--- config.mk ---
export PLATFORM = sky130hd
export DESIGN_NAME = systolic_array_output_fifo
export DESIGN_NICKNAME = d
export VERILOG_FILES = /design/src/rtl/systolic_array_output_fifo.sv
export SDC_FILE = /design/constraint.sdc
export NUM_CORES = 1
export LEC_CHECK = 0
export CAP_MARGIN = 20
export CELL_PAD_IN_SITES_DETAIL_PLACEMENT = 1
export CELL_PAD_IN_SITES_GLOBAL_PLACEMENT = 1
export CORE_AREA = 10 10 131 133
export DETAILED_ROUTE_END_ITERATION = 10
export DIE_AREA = 0 0 141 143
export DONT_BUFFER_PORTS = 1
export PLACE_DENSITY_LB_ADDON = 0.2
export RECOVER_POWER = 25
export REMOVE_ABC_BUFFERS = 1
export SLEW_MARGIN = 10
export SYNTH_ARGS = -nofsm -noshare
export SYNTH_HDL_FRONTEND = slang
export SYNTH_SLANG_ARGS = --single-unit
--- constraint.sdc ---
create_clock -name CLK -period 4 [get_ports CLK]
set_input_delay 0.8 -clock CLK [delete_from_list [all_inputs] [get_ports CLK]]
set_output_delay 0.8 -clock CLK [all_outputs]
set_load 0.05 [all_outputs]
--- src/rtl/systolic_array_output_fifo.sv ---
// rtl/systolic_array_output_fifo.sv - packs systolic array edge values into rows behind a two-row buffer (optional SA_OFIFO_OVERFLOW_EN sticky drop flag)
module systolic_array_output_fifo #(
    parameter int array_dim = 4,
    parameter int data_w    = 16
) (
    input  logic                          CLK,
    input  logic                          nRST,
    input  logic                          shift,
    input  logic [data_w-1:0]             shift_value,
    input  logic                          clear,
    input  logic                          row_ready,
    output logic                          row_valid,
    output logic [data_w*array_dim-1:0]   row_values,
    output logic                          full,
    output logic [$clog2(array_dim+1)-1:0] count,
    output logic                          overflow
);

    localparam int RW = data_w * array_dim;
    localparam int CW = $clog2(array_dim + 1);
    localparam logic [CW-1:0] C_FULL = CW'(array_dim);
    localparam logic [CW-1:0] C_LAST = CW'(array_dim - 1);

    logic [RW-1:0] r_a;
    logic [RW-1:0] r_h;
    logic [CW-1:0] r_count;
    logic          r_valid;

    logic          w_drain;
    logic          w_h_free;
    logic          w_full;
    logic [RW-1:0] w_packed;
    logic          w_load_h;
    logic [RW-1:0] w_h_next;
    logic          w_a_load;
    logic [CW-1:0] w_count_next;
    logic          w_valid_next;

    assign w_drain  = r_valid && row_ready;
    assign w_h_free = !r_valid || w_drain;
    assign w_full   = (r_count == C_FULL) && !row_ready;
    // Shifting left keeps the first value of a row in the MSB slice.
    assign w_packed = (r_a << data_w) | RW'(shift_value);

    // Decide what moves into the holding register and how the assembly counter advances.
    always_comb begin
        w_load_h     = 1'b0;
        w_h_next     = r_a;
        w_a_load     = 1'b0;
        w_count_next = r_count;
        if (r_count == C_FULL) begin
            // A parked row can only leave once the holding register frees up;
            // any shift in that cycle starts the next row.
            if (w_h_free) begin
                w_load_h     = 1'b1;
                w_h_next     = r_a;
                w_a_load     = shift;
                w_count_next = shift ? CW'(1) : '0;
            end
        end else if (shift) begin
            w_a_load = 1'b1;
            if (r_count == C_LAST) begin
                if (w_h_free) begin
                    w_load_h     = 1'b1;
                    w_h_next     = w_packed;
                    w_count_next = '0;
                end else begin
                    w_count_next = C_FULL;
                end
            end else begin
                w_count_next = r_count + CW'(1);
            end
        end
        w_valid_next = w_load_h ? 1'b1 : (w_drain ? 1'b0 : r_valid);
    end

    // Buffer state; clear outranks shift and drain.
    always_ff @(posedge CLK or negedge nRST) begin
        if (!nRST) begin
            r_a     <= '0;
            r_h     <= '0;
            r_count <= '0;
            r_valid <= 1'b0;
        end else if (clear) begin
            r_count <= '0;
            r_valid <= 1'b0;
        end else begin
            if (w_a_load) begin
                r_a <= w_packed;
            end
            if (w_load_h) begin
                r_h <= w_h_next;
            end
            r_count <= w_count_next;
            r_valid <= w_valid_next;
        end
    end

`ifdef SA_OFIFO_OVERFLOW_EN
    logic r_overflow;

    // Sticky record of any shift dropped while both rows were occupied.
    always_ff @(posedge CLK or negedge nRST) begin
        if (!nRST) begin
            r_overflow <= 1'b0;
        end else if (clear) begin
            r_overflow <= 1'b0;
        end else if (shift && w_full) begin
            r_overflow <= 1'b1;
        end
    end

    assign overflow = r_overflow;
`else
    assign overflow = 1'b0;
`endif

    assign row_valid  = r_valid;
    assign row_values = r_valid ? r_h : '0;
    assign full       = w_full;
    assign count      = r_count;

endmodule

After elaboration in Yosys (flattened, before gate mapping)
Index checks and enable logic that the tools add are counted.
{"block": "classes", "eq_ne": 3, "n_addsub": 1, "muxes": 22, "n_reduce_logical": 10, "n_bitwise": 2}
{"cell": "64-bit 2-to-1 mux", "n": 5}
{"cell": "64-bit by 16-bit bitwise OR with 64-bit output", "n": 1}
{"cell": "3-bit 2-to-1 mux", "n": 6}
{"cell": "1-bit 2-to-1 mux", "n": 11}
{"cell": "2-bit AND reduction", "n": 3}
{"cell": "3-bit nonzero test", "n": 2}
{"cell": "3-bit by 1-bit adder with 3-bit output (second input constant)", "n": 1}
{"cell": "3-bit by 2-bit equality test with 1-bit output (second input constant)", "n": 1}
{"cell": "3-bit equality test (second input constant)", "n": 1}
{"cell": "3-bit != test (second input constant)", "n": 1}
{"cell": "1-bit logical AND", "n": 2}
{"cell": "1-bit logical NOT", "n": 2}
{"cell": "1-bit logical OR", "n": 1}
{"cell": "1-bit inverter", "n": 1}
{"block": "word_totals", "ff_bits": 132, "in_bits": 21, "output_inout_bits": 70}

Longest topological paths before layout
Gate-level depths: netlist of the first run.
{"block": "logic_depth", "depth_word": 8, "depth_mapped": 7}

Worst setup path after synthesis of the first run
No wires, ideal clock.
{"block": "synth_timing", "path_kind": "register to output", "startpoint": "register r_count[0] (netlist: count[0])", "endpoint": "output port full", "path_stages_with_launch": 6, "path_buffers": 1, "path_slack_ps": 1350, "arrival_time_ps": 1850, "cell_sequence": "dfrtp_1 inv_1 ha_1 nand2_2 clkbuf_1 nor2_1"}
{"block": "synth_via", "elab_chain_len": 2}
{"item": "from (decl)", "line": "26", "source": "logic [CW-1:0] r_count;"}
{"item": "from (signal assigned)", "line": "94", "source": "r_count <= w_count_next;"}
{"item": "3-bit equality test", "line": "41", "source": "assign w_full = (r_count == C_FULL) && !row_ready;"}
{"item": "1-bit logical AND", "line": "41"}
{"item": "to (decl)", "line": "14", "source": "output logic full,"}
No other way between the ends.

Final worst setup path of the first run
Ends and elaborated chain as after synthesis.

==> metrics.csv, run 1 <==
stage,metric,value,unit
setup_path,slowest_delay,0.72,ns
yosys,ys_types,31,
yosys,yosysSeqAreaShare,0.5418,
layout,n_antenna_cell,0,
layout,fillCellCount,1454,
clock_network,cts_max_level,4,
route,vias,3963,
floorplan,start_util,0.4227,
timing,relSlewSlack,0.3662,
layout,postLayoutCellArea,0.006724,sq mm
setup_path,start_kind,flop,
timing,period_needed,3.069,ns
setup_path,arrival,2.27,ns
setup_path,crit_buf_inv,2,
floorplan,boundaryPins,91,
clock_network,post_cts_buffers,0,
timing,grt_setup_unrepaired,no,
clock_network,numCtsBuffers,17,
power_and_ir_drop,leakage,2.721,nW
grt,antenna_found_initial,0,
route,viasPerCell,6.183,
route,routedWlPerCell,23.38,um
layout,final_cell_mix,"131 x dfrtp_1, 65 x and2_1, 64 x mux2_2, 64 x or4_1, 64 x o221a_2",
floorplan,fp.dieArea,0.02016,sq mm
setup_path,rr_worst_depth,3,
setup_path,required,3.20,ns
setup_path,r2r_start,row_valid,
route,firstDrtPassIters,4,
setup_path,crit_path_end_kind,output port,
power_and_ir_drop,p_total,3.979,mW
setup_path,criticalPathCategory,flop to output port,
setup_path,crit_path_start,count[0],
grt,grt.total_usage,0.1538,
floorplan,die_h,143,um
clock_network,hold_buffers,0,
grt,grt_max_degree,133,
clock_network,cts_root_buffer,clkbuf_16,
clock_network,cts_buffer_depth,2,
placement,dp_hpwl,8350,um
grt,grt_pass1_wl,24760,um
status,outcome,"complete, no violations",
yosys,syn_area,0.006097,sq mm
timing,period_share,0.7672,
timing,finalMaxSlewViolations,0,
placement,place_area,0.006156,sq mm
setup_path,cpLargestDelayFamily,flip-flops,
layout,fin_nets,469,
yosys,synth_edf_count,0,
floorplan,design.core.area,0.01442,sq mm
setup_path,worstPathCellList,inv_1 > ha_1 > nand2_2 > nor2_1 > buf_4,
timing,tns,0,ns
setup_path,reg2reg_slack,1.18,ns
yosys,yosys_most_used_dff,dfrtp_1,
placement,io_buffers,0,
power_and_ir_drop,p_per_area,591.8,mW/mm^2
yosys,synthCells,467,
clock_network,clk_pin_slew,0.05,ns
timing,worst_pin_slew,0.9508,ns
setup_path,rr_endpoint,r_a[36],
layout,mostFrequentLayoutCell,dfrtp_1,
yosys,synth_warnings,0,
route,drc,0,
clock_network,cts-resized-gates,0,
timing,timing.hold.ws,0.07470,ns
yosys,yosys.area.top_type,dfrtp_1,
placement,routabilityCongestion,0.7567,
layout,layout-area-overhead-vs-synth,10.28,%
grt,grt_pass1_vias,4378,
clock_network,cts.sinks,132,
floorplan,rows,44,
timing,fmax,325.8,MHz
power_and_ir_drop,vdd.ir_drop.worst,281.9,uV
setup_path,crit_fanout,32,
yosys,synth_top_area_frac,0.5418,
route,drt-initial-drc-count,253,
timing,hold_violations,0,
grt,gr-total-overflow,0,
layout,layout-drive-gt1-share,0.3742,
yosys,syn_avg_cell_area,13.06,sq um
timing,final-setup-viol-count,0,
timing,finClkSkew,0.005564,ns
job,maxCapViolCount,0,
clock_network,cts_tree,yes,
setup_path,slowest_stage,dfrtp_1,
floorplan,die_w,141,um
yosys,async_flop_share,1.000,
hold_path,worstHoldPathType,input pin to async pin,
yosys,ys_seq_elements,132,
yosys,synth_area_leaders,"dfrtp_1 54%, mux2_2 12%, o221a_2 12%",
route,routed_wirelength,14990,um
route,ant_nets,0,
clock_network,clkLatencyLatePin,0.42,ns
==> layer usage <==
layer  vias to the layer above  share of wire  track usage  wire length (um)
li1                       1761              -            -                 -
met1                      2093           0.44       0.1868              6647
met2                        87           0.48       0.2443              7149
met3                        22          0.060      0.05174               903
met4                         0          0.019      0.06685               284
met5                         -              0            0                 0
==> state kept, by name (all words and copies together) (netlist names) <==
name,count
count,3
r_a,64
row_valid,1
r_h,64
==> synthesized netlist by cell type (3+ instances only) <==
cell type / instances
and2_1: 65
inv_1: 3
buf_2: 8
o221a_2: 64
clkbuf_1: 30
dfrtp_1: 132
or4_1: 64
mux2_2: 64
buf_6: 6
clkbuf_2: 3
nand2_1: 3
==> worst max path at each step <==
stage | cells past startpoint | slack (ns) | end
floorplan | 3 | 0.79 | r_h[0]
global placement | 3 | 1.27 | r_a[21]
detailed placement | 3 | 1.12 | r_a[8]
CTS | 5 | 0.86 | full
global route | 5 | 0.75 | full
finish | 5 | 0.93 | full
==> layout make-up <==
type                            count  area (sq um)  area share
Tap cell                          184         230.2     0.03424
Inverter                            3         11.26    0.001675
Sequential cell                   132          3304      0.4914
Clock buffer                       27         553.0     0.08225
Multi-Input combinational cell    284          2550      0.3792
Timing Repair Buffer                8         60.06    0.008932
Clock inverter                      3         15.01    0.002233
==> metrics by stage <==
step	utilization	cells	setup WS, ns
2_1_floorplan	-	419	0.7947
3_3_place_gp	0.4268	611	1.274
3_5_place_dp	0.4268	611	1.118
4_1_cts	0.4662	641	0.8583
5_1_grt	0.4662	641	0.7476
6_report	0.4662	641	0.9311
==> kinds of logic after synthesis <==
kind of cell             count (synthesis)  share of synthesized area
AND/OR/NAND/NOR                        145                     0.1640
flip-flops                             132                     0.5418
AO/OA/AOI/OAI                           72                     0.1297
multiplexers                            64                     0.1182
buffers and inverters                   51                    0.04166
adder cells (fa/ha/maj)                  2                   0.004104
other                                    1                  0.0006150
==> power breakdown <==
part | total (mW) | switching [mW] | internal, mW
Combinational | 0.488 | 0.144 | 0.344
Sequential | 2.02 | 0.278 | 1.74
Clock | 1.48 | 0.545 | 0.931
Note: power is estimated with default switching activity, not from simulation.
==> run 2, diff against run 1 <==
--- a/config.mk
+++ b/config.mk
@@ -5,12 +5,13 @@
 export SDC_FILE = /design/constraint.sdc
 export NUM_CORES = 1
 export LEC_CHECK = 0
+export ABC_AREA = 1
 export CAP_MARGIN = 20
 export CELL_PAD_IN_SITES_DETAIL_PLACEMENT = 1
 export CELL_PAD_IN_SITES_GLOBAL_PLACEMENT = 1
-export CORE_AREA = 10 10 131 133
+export CORE_AREA = 10 10 136 138
 export DETAILED_ROUTE_END_ITERATION = 10
-export DIE_AREA = 0 0 141 143
+export DIE_AREA = 0 0 146 148
 export DONT_BUFFER_PORTS = 1
 export PLACE_DENSITY_LB_ADDON = 0.2
 export RECOVER_POWER = 25
==> constraint.sdc (replaced) <==
create_clock -name CLK -period 3.05 [get_ports CLK]
set_input_delay 0.61 -clock CLK [delete_from_list [all_inputs] [get_ports CLK]]
set_output_delay 0.61 -clock CLK [all_outputs]
set_load 0.05 [all_outputs]
==> run 2 against run 1 <==
Compared with the run above: the run now ends with negative hold slack left; core utilization increased by 0.50 points; clock skew increased by 0.0021 ns; final cell count increased by 77%; die area increased by 7.2%; combinational power increased by 80%; sequential cell count unchanged; critical path type unchanged; largest cell class unchanged; highest routed layer unchanged.
==> metrics.csv, run 2 <==
stage,metric,value,unit,change
status,violations,negative hold slack,,
grt,grt.total_usage,0.1672,,was 0.1538
setup_path,start_kind,flop,,unchanged
setup_path,reg2reg_slack,0.65,ns,was 1.18 ns
yosys,yosysMostFrequentCell,nand2_1,,was dfrtp_1
floorplan,start_util,0.4232,,was 0.4227
timing,finClkSkew,0.007686,ns,was 0.005564 ns
route,routed_wirelength,17770,um,"was 14,990 um"
route,drt-initial-drc-count,254,,was 253
grt,gr-total-overflow,0,,unchanged
setup_path,rr_endpoint,r_h[60],,was r_a[36]
status,outcome,"complete, but fails checks",,"was complete, no violations"
yosys,yosysSeqAreaShare,0.4967,,was 0.5418
yosys,synth_commonest_cells,"457 x nand2_1, 135 x inv_1, 132 x dfrtp_1, 68 x o21ai_0, 64 x nand4_1",,"was 132 x dfrtp_1, 65 x and2_1, 64 x mux2_2, 64 x o221a_2, 64 x or4_1"
timing,final-setup-viol-count,0,,unchanged
timing,finalMaxSlewViolations,0,,unchanged
floorplan,die_h,148,um,was 143 um
timing,timing.hold.ws,-0.1154,ns,was 0.07470 ns
clock_network,cts_root_buffer,clkbuf_16,,unchanged
timing,period_share,0.8488,,
layout,layout-drive-gt1-share,0.05543,,was 0.3742
layout,n_antenna_cell,0,,unchanged
grt,grt_max_degree,133,,unchanged
setup_path,worstPathCellList,buf_4 > nand2_1 > inv_1,,was inv_1 > ha_1 > nand2_2 > nor2_1 > buf_4
route,drc,0,,unchanged
yosys,async_flop_share,1.000,,unchanged
placement,io_buffers,0,,unchanged
timing,fmax,386.3,MHz,
setup_path,criticalPathCategory,flop to output port,,unchanged
yosys,synthCells,937,,was 467
floorplan,rows,46,,was 44
hold_path,worstHoldPathType,input pin to async pin,,unchanged
timing,worst_pin_slew,0.7955,ns,was 0.9508 ns
placement,dp_hpwl,10620,um,was 8350 um
clock_network,cts_max_level,4,,unchanged
route,ant_nets,0,,unchanged
placement,place_area,0.006790,sq mm,was 0.006156 sq mm
clock_network,clkLatencyLatePin,0.42,ns,about the same
setup_path,arrival,1.98,ns,was 2.27 ns
setup_path,crit_path_end_kind,output port,,unchanged
timing,period_needed,2.589,ns,
setup_path,crit_fanout,49,,was 32
clock_network,cts_tree,yes,,unchanged
layout,seq_area,0.003307,sq mm,was 0.003304 sq mm
setup_path,crit_buf_inv,2,,unchanged
route,firstDrtPassIters,4,,unchanged
timing,grt_setup_unrepaired,no,,unchanged
clock_network,clk_pin_slew,0.06,ns,was 0.05 ns
setup_path,crit_path_start,row_valid,,was count[0]
yosys,synth_edf_count,0,,unchanged
yosys,synth_top_area_frac,0.4967,,was 0.5418
setup_path,slowest_delay,0.81,ns,was 0.72 ns
yosys,synth_warnings,0,,unchanged
layout,layout-area-overhead-vs-synth,11.33,%,was 10.28%
route,viasPerCell,5.003,,was 6.183
layout,multi_input_area,0.002601,sq mm,was 0.002550 sq mm
clock_network,numCtsBuffers,17,,unchanged
yosys,syn_area,0.006650,sq mm,was 0.006097 sq mm
floorplan,boundaryPins,91,,unchanged
setup_path,required,2.44,ns,was 3.20 ns
power_and_ir_drop,leakage,4.371,nW,was 2.721 nW
layout,mostFrequentLayoutCell,nand2_1,,was dfrtp_1
setup_path,cpLargestDelayFamily,flip-flops,,unchanged
clock_network,post_cts_buffers,0,,unchanged
setup_path,slowest_stage,dfrtp_4,,was dfrtp_1
layout,final_cell_mix,"455 x nand2_1, 135 x inv_1, 131 x dfrtp_1",,"was 131 x dfrtp_1, 65 x and2_1, 64 x mux2_2, 64 x or4_1, 64 x o221a_2"
floorplan,fp.dieArea,0.02161,sq mm,was 0.02016 sq mm
yosys,yosys_most_used_dff,dfrtp_1,,unchanged
clock_network,cts_buffer_depth,2,,unchanged
setup_path,r2r_start,count[1],,was row_valid
layout,fillCellCount,2002,,"was 1,454"
timing,hold_violations,132,,was 0
floorplan,design.core.area,0.01571,sq mm,was 0.01442 sq mm
route,vias,5683,,"was 3,963"
layout,fin_nets,930,,was 469
yosys,syn_avg_cell_area,7.097,sq um,was 13.06 sq um
grt,grt_pass1_vias,6033,,"was 4,378"
clock_network,cts.sinks,132,,unchanged
yosys,synth_area_leaders,"dfrtp_1 50%, nand2_1 26%, inv_1 7.6%",,"was dfrtp_1 54%, mux2_2 12%, o221a_2 12%"
route,routedWlPerCell,15.64,um,was 23.38 um
layout,utilization,0.4712,,was 0.4662
power_and_ir_drop,vdd.ir_drop.worst,394.5,uV,was 281.9 uV
yosys,yosys.area.top_type,dfrtp_1,,unchanged
grt,grt_pass1_wl,30160,um,"was 24,760 um"
timing,relSlewSlack,0.4697,,was 0.3662
grt,antenna_found_initial,0,,unchanged
yosys,ys_seq_elements,132,,unchanged
job,maxCapViolCount,0,,unchanged
yosys,ys_types,15,,was 31
floorplan,die_w,146,um,was 141 um
layout,postLayoutCellArea,0.007403,sq mm,was 0.006724 sq mm
placement,routabilityCongestion,0.7398,,was 0.7567
clock_network,cts-resized-gates,0,,unchanged
setup_path,rr_worst_depth,8,,was 3
power_and_ir_drop,p_per_area,762.7,mW/mm^2,was 591.8 mW/mm^2
==> run 2: per-stage QoR <==
step                total power [mW]  cells  setup WS, ns  setup TNS, ns  hold WS (ns)
floorplan                      3.270    874        -3.954        -323.21        0.3144
detailed placement             3.557   1104        0.6791              0        0.3190
CTS                            5.722   1136        0.3900              0       -0.1356
global placement               3.476   1104        0.8051              0        0.3195
global route                   6.032   1136        0.3024              0       -0.1401
finish                         5.646   1136        0.4611              0       -0.1154
==> run 2: cell families (layout without fill, tap and decap cells) <==
family,count (synthesis),after routing,share of synthesized area
adders and majority gates,2,2,0.003762
AOI/OAI and AO/OA,71,71,0.05400
DFF,132,132,0.4967
buffers and inverters,198,181,0.1189
other,1,1,0.0005639
and+or+nand+nor,533,533,0.3261
==> run 2: report_power, final <==
| part | switching (mW) | leakage (nW) | internal (mW) |
|---|---|---|---|
| clock network | 0.759 | 0.299 | 1.37 |
| logic | 0.554 | 2.35 | 0.322 |
| registers | 0.375 | 1.72 | 2.27 |
| total | 1.69 | 4.37 | 3.96 |
==> run 2: worst register-to-register path, stage by stage, from the launching register on <==
cell and delay, ns:
dfrtp_1 0.69, ha_1 0.28, inv_1 0.09, nor2_4 0.12, nand3_4 0.27, a21oi_4 0.23
buf_4 0.38, nand2_1 0.16, nand2_1 0.09
==> run 2: routing by layer <==
| metal | GRT usage | up-vias | wire length [um] |
|---|---|---|---|
| met5 | 0 | - | 0 |
| met4 | 0.05305 | 0 | 190 |
| met3 | 0.05037 | 17 | 767 |
| met2 | 0.2799 | 79 | 8887 |
| met1 | 0.2024 | 2804 | 7923 |
| li1 | - | 2783 | - |
==> run 2: worst max path at each step <==
stage | endpoint | depth (start not counted)
detailed placement | r_a[50] | 9
global placement | r_a[2] | 9
finish | row_values[32] | 3
floorplan | r_h[0] | 7
CTS | row_values[17] | 3
global route | row_values[23] | 3
==> run 2: final cells by class <==
| type | count | share of cell area |
|---|---|---|
| clock inverter | 9 | 0.01690 |
| inverter | 135 | 0.06845 |
| timing repair buffer | 14 | 0.01420 |
| tap | 216 | 0.03650 |
| multi-input combinational | 607 | 0.3514 |
| sequential | 132 | 0.4467 |
| clock buffer | 23 | 0.06591 |
==> run 3, diff against run 2 <==
--- a/config.mk
+++ b/config.mk
@@ -9,9 +9,9 @@
 export CAP_MARGIN = 20
 export CELL_PAD_IN_SITES_DETAIL_PLACEMENT = 1
 export CELL_PAD_IN_SITES_GLOBAL_PLACEMENT = 1
-export CORE_AREA = 10 10 136 138
+export CORE_AREA = 10 10 139 141
 export DETAILED_ROUTE_END_ITERATION = 10
-export DIE_AREA = 0 0 146 148
+export DIE_AREA = 0 0 149 151
 export DONT_BUFFER_PORTS = 1
 export PLACE_DENSITY_LB_ADDON = 0.2
 export RECOVER_POWER = 25
==> constraint.sdc (replaced) <==
create_clock -name CLK -period 2.2 [get_ports CLK]
set_input_delay 0.44 -clock CLK [delete_from_list [all_inputs] [get_ports CLK]]
set_output_delay 0.44 -clock CLK [all_outputs]
set_load 0.05 [all_outputs]
==> run 3 against run 2 <==
Compared with the run above: the flow still finishes with violations (negative hold slack); highest routed layer unchanged; cell area grew 2.4%; register-to-register slack worse by 0.22 ns; global-route usage decreased by 0.37 points; critical path depth unchanged; clock skew down 0.0012 ns; count of clock-buffer cells in the layout up 1; die area rose by 4.1%; final cell count rose by 2.5%; combinational power increased by 48%; sequential cell count unchanged; via count grew 1.4%.
==> metrics.csv, run 3 (synthesis gave the netlist of run 2 again) <==
stage,metric,value,unit,change
route,dr.max_layer_used,met4,,unchanged
power_and_ir_drop,vdd.ir_drop.worst,571.0,uV,was 394.5 uV
clock_network,cts_root_buffer,clkbuf_16,,unchanged
route,drc,0,,unchanged
route,firstDrtPassIters,4,,unchanged
grt,grt_max_degree,133,,unchanged
layout,layout-drive-gt1-share,0.07733,,was 0.05543
timing,fmax,474.9,MHz,
route,drt-met1-wl,8015,um,was 7923 um
clock_network,post_cts_buffers,0,,unchanged
power_and_ir_drop,power_frac_seq,0.492,,was 0.468
floorplan,start_util,0.4039,,was 0.4232
setup_path,arrival,1.67,ns,was 1.98 ns
route,vias,5762,,"was 5,683"
route,routed_wirelength,17750,um,"was 17,770 um"
setup_path,crit_path_start,row_valid,,unchanged
floorplan,boundaryPins,91,,unchanged
grt,grt_pass1_vias,6038,,"was 6,033"
grt,antenna_found_initial,0,,unchanged
route,viasPerCell,4.950,,was 5.003
layout,layout-area-overhead-vs-synth,13.98,%,was 11.33%
placement,io_buffers,0,,unchanged
timing,finalMaxSlewViolations,0,,unchanged
setup_path,crit_path_end_kind,output port,,unchanged
clock_network,cts_max_level,4,,unchanged
status,outcome,"complete, but fails checks",,unchanged
timing,finClkSkew,0.006501,ns,was 0.007686 ns
route,drt-initial-drc-count,211,,was 254
layout,final_cell_mix,"455 x nand2_1, 133 x inv_1, 131 x dfrtp_1",,"was 455 x nand2_1, 135 x inv_1, 131 x dfrtp_1"
layout,n_antenna_cell,0,,unchanged
grt,gr-total-overflow,0,,unchanged
power_and_ir_drop,leakage,4.463,nW,was 4.371 nW
power_and_ir_drop,p_per_area,973.0,mW/mm^2,was 762.7 mW/mm^2
floorplan,die_h,151,um,was 148 um
floorplan,design.core.area,0.01647,sq mm,was 0.01571 sq mm
timing,final-setup-viol-count,0,,unchanged
setup_path,start_kind,flop,,unchanged
timing,timing.hold.ws,-0.2814,ns,was -0.1154 ns
power_and_ir_drop,swShare,0.3115,,was 0.2991
grt,grt.total_usage,0.1635,,was 0.1672
clock_network,clk_pin_slew,0.06,ns,about the same
placement,dp_hpwl,11130,um,"was 10,620 um"
clock_network,cts.sinks,132,,unchanged
setup_path,criticalPathCategory,flop to output port,,unchanged
setup_path,crit_fanout,22,,was 49
layout,fin_nets,956,,was 930
placement,routabilityCongestion,0.7791,,was 0.7398
timing,period_needed,2.106,ns,
layout,mostFrequentLayoutCell,nand2_1,,unchanged
route,met3_length,839,um,was 767 um
hold_path,worstHoldPathType,input pin to async pin,,unchanged
status,violations,negative hold slack,,unchanged
timing,period_share,0.9571,,
power_and_ir_drop,comb_power_share,0.176,,was 0.155
grt,grt_pass1_wl,30140,um,"was 30,160 um"
clock_network,clkLatencyLatePin,0.42,ns,about the same
job,maxCapViolCount,0,,unchanged
timing,hold_violations,132,,unchanged
clock_network,cts_tree,yes,,unchanged
floorplan,die_w,149,um,was 146 um
power_and_ir_drop,power_frac_clock,0.331,,was 0.376
setup_path,r2r_start,count[0],,was count[1]
route,routed-wl-met2,8709,um,was 8887 um
layout,utilization,0.4603,,was 0.4712
floorplan,rows,47,,was 46
setup_path,required,1.76,ns,was 2.44 ns
floorplan,fp.dieArea,0.02250,sq mm,was 0.02161 sq mm
clock_network,cts_buffer_depth,2,,unchanged
power_and_ir_drop,power_switching,2.297,mW,was 1.689 mW
clock_network,numCtsBuffers,17,,unchanged
route,ant_nets,0,,unchanged
power_and_ir_drop,p_int,5.078,mW,was 3.958 mW
route,routedWlPerCell,15.25,um,was 15.64 um
-- run 3: critical path, cell delays in order (launching register included) --
cell        delay, ns
dfrtp_4          0.60
buf_12           0.21
nand2_1          0.14
clkinvlp_4       0.28
-- run 3: timing repair --
action,in CTS,in global routing
resized for setup,0,2
setup endpoints to repair,0,2
endpoints found under the hold margin,132,132
-- run 3: layer usage --
metal  global-route usage  vias up
met3              0.04177       13
met1               0.2043     2828
met5                    0        -
met2               0.2707       79
met4              0.05397        0
li1                     -     2842
-- run 3: worst paths after layout --
check / end / cells after the start / slack, ns
worst max-delay path: row_values[28] / 3 / 0.09
worst min-delay path: r_h[0] / 0 / -0.28
worst max register to register: row_valid / 9 / 0.43
worst min register to register: r_h[13] / 2 / 0.48
max in group asynchronous: r_h[18] / 0 / 2.25
min in group CLK: row_valid / 1 / 0.14
-- run 3: power by group through the flow --
stage	registers, mW	clock network, mW	logic [mW]
after detailed placement	3.66	0	1.32
after CTS	3.64	2.51	1.33
after global routing	3.74	2.63	1.54
final	3.63	2.44	1.30
after global placement	3.62	0	1.24
after floorplan	3.55	0	0.979
-- run 3: cell type report --
cell class	count	area, sq um
Fill cell	2093	8886
Sequential cell	132	3307
Multi-Input combinational cell	607	2601
Inverter	135	514.2
Clock buffer	24	461.7
Timing Repair Buffer	40	387.9
Tap cell	220	275.3
Clock inverter	6	32.53
-- run 3: through the flow --
stage               power, mW  setup slack, ns  std cells   TNS (ns)  instance area [sq um]
floorplan               4.534           -4.804        874    -450.60                   6366
global placement        4.862           0.5087       1134          0                   7078
detailed placement      4.982           0.4246       1134          0                   7078
CTS                     7.478          0.04363       1164          0                   7572
global route            7.912        -0.007057       1164  -0.007057                   7580
finish                  7.375          0.09445       1164          0                   7580
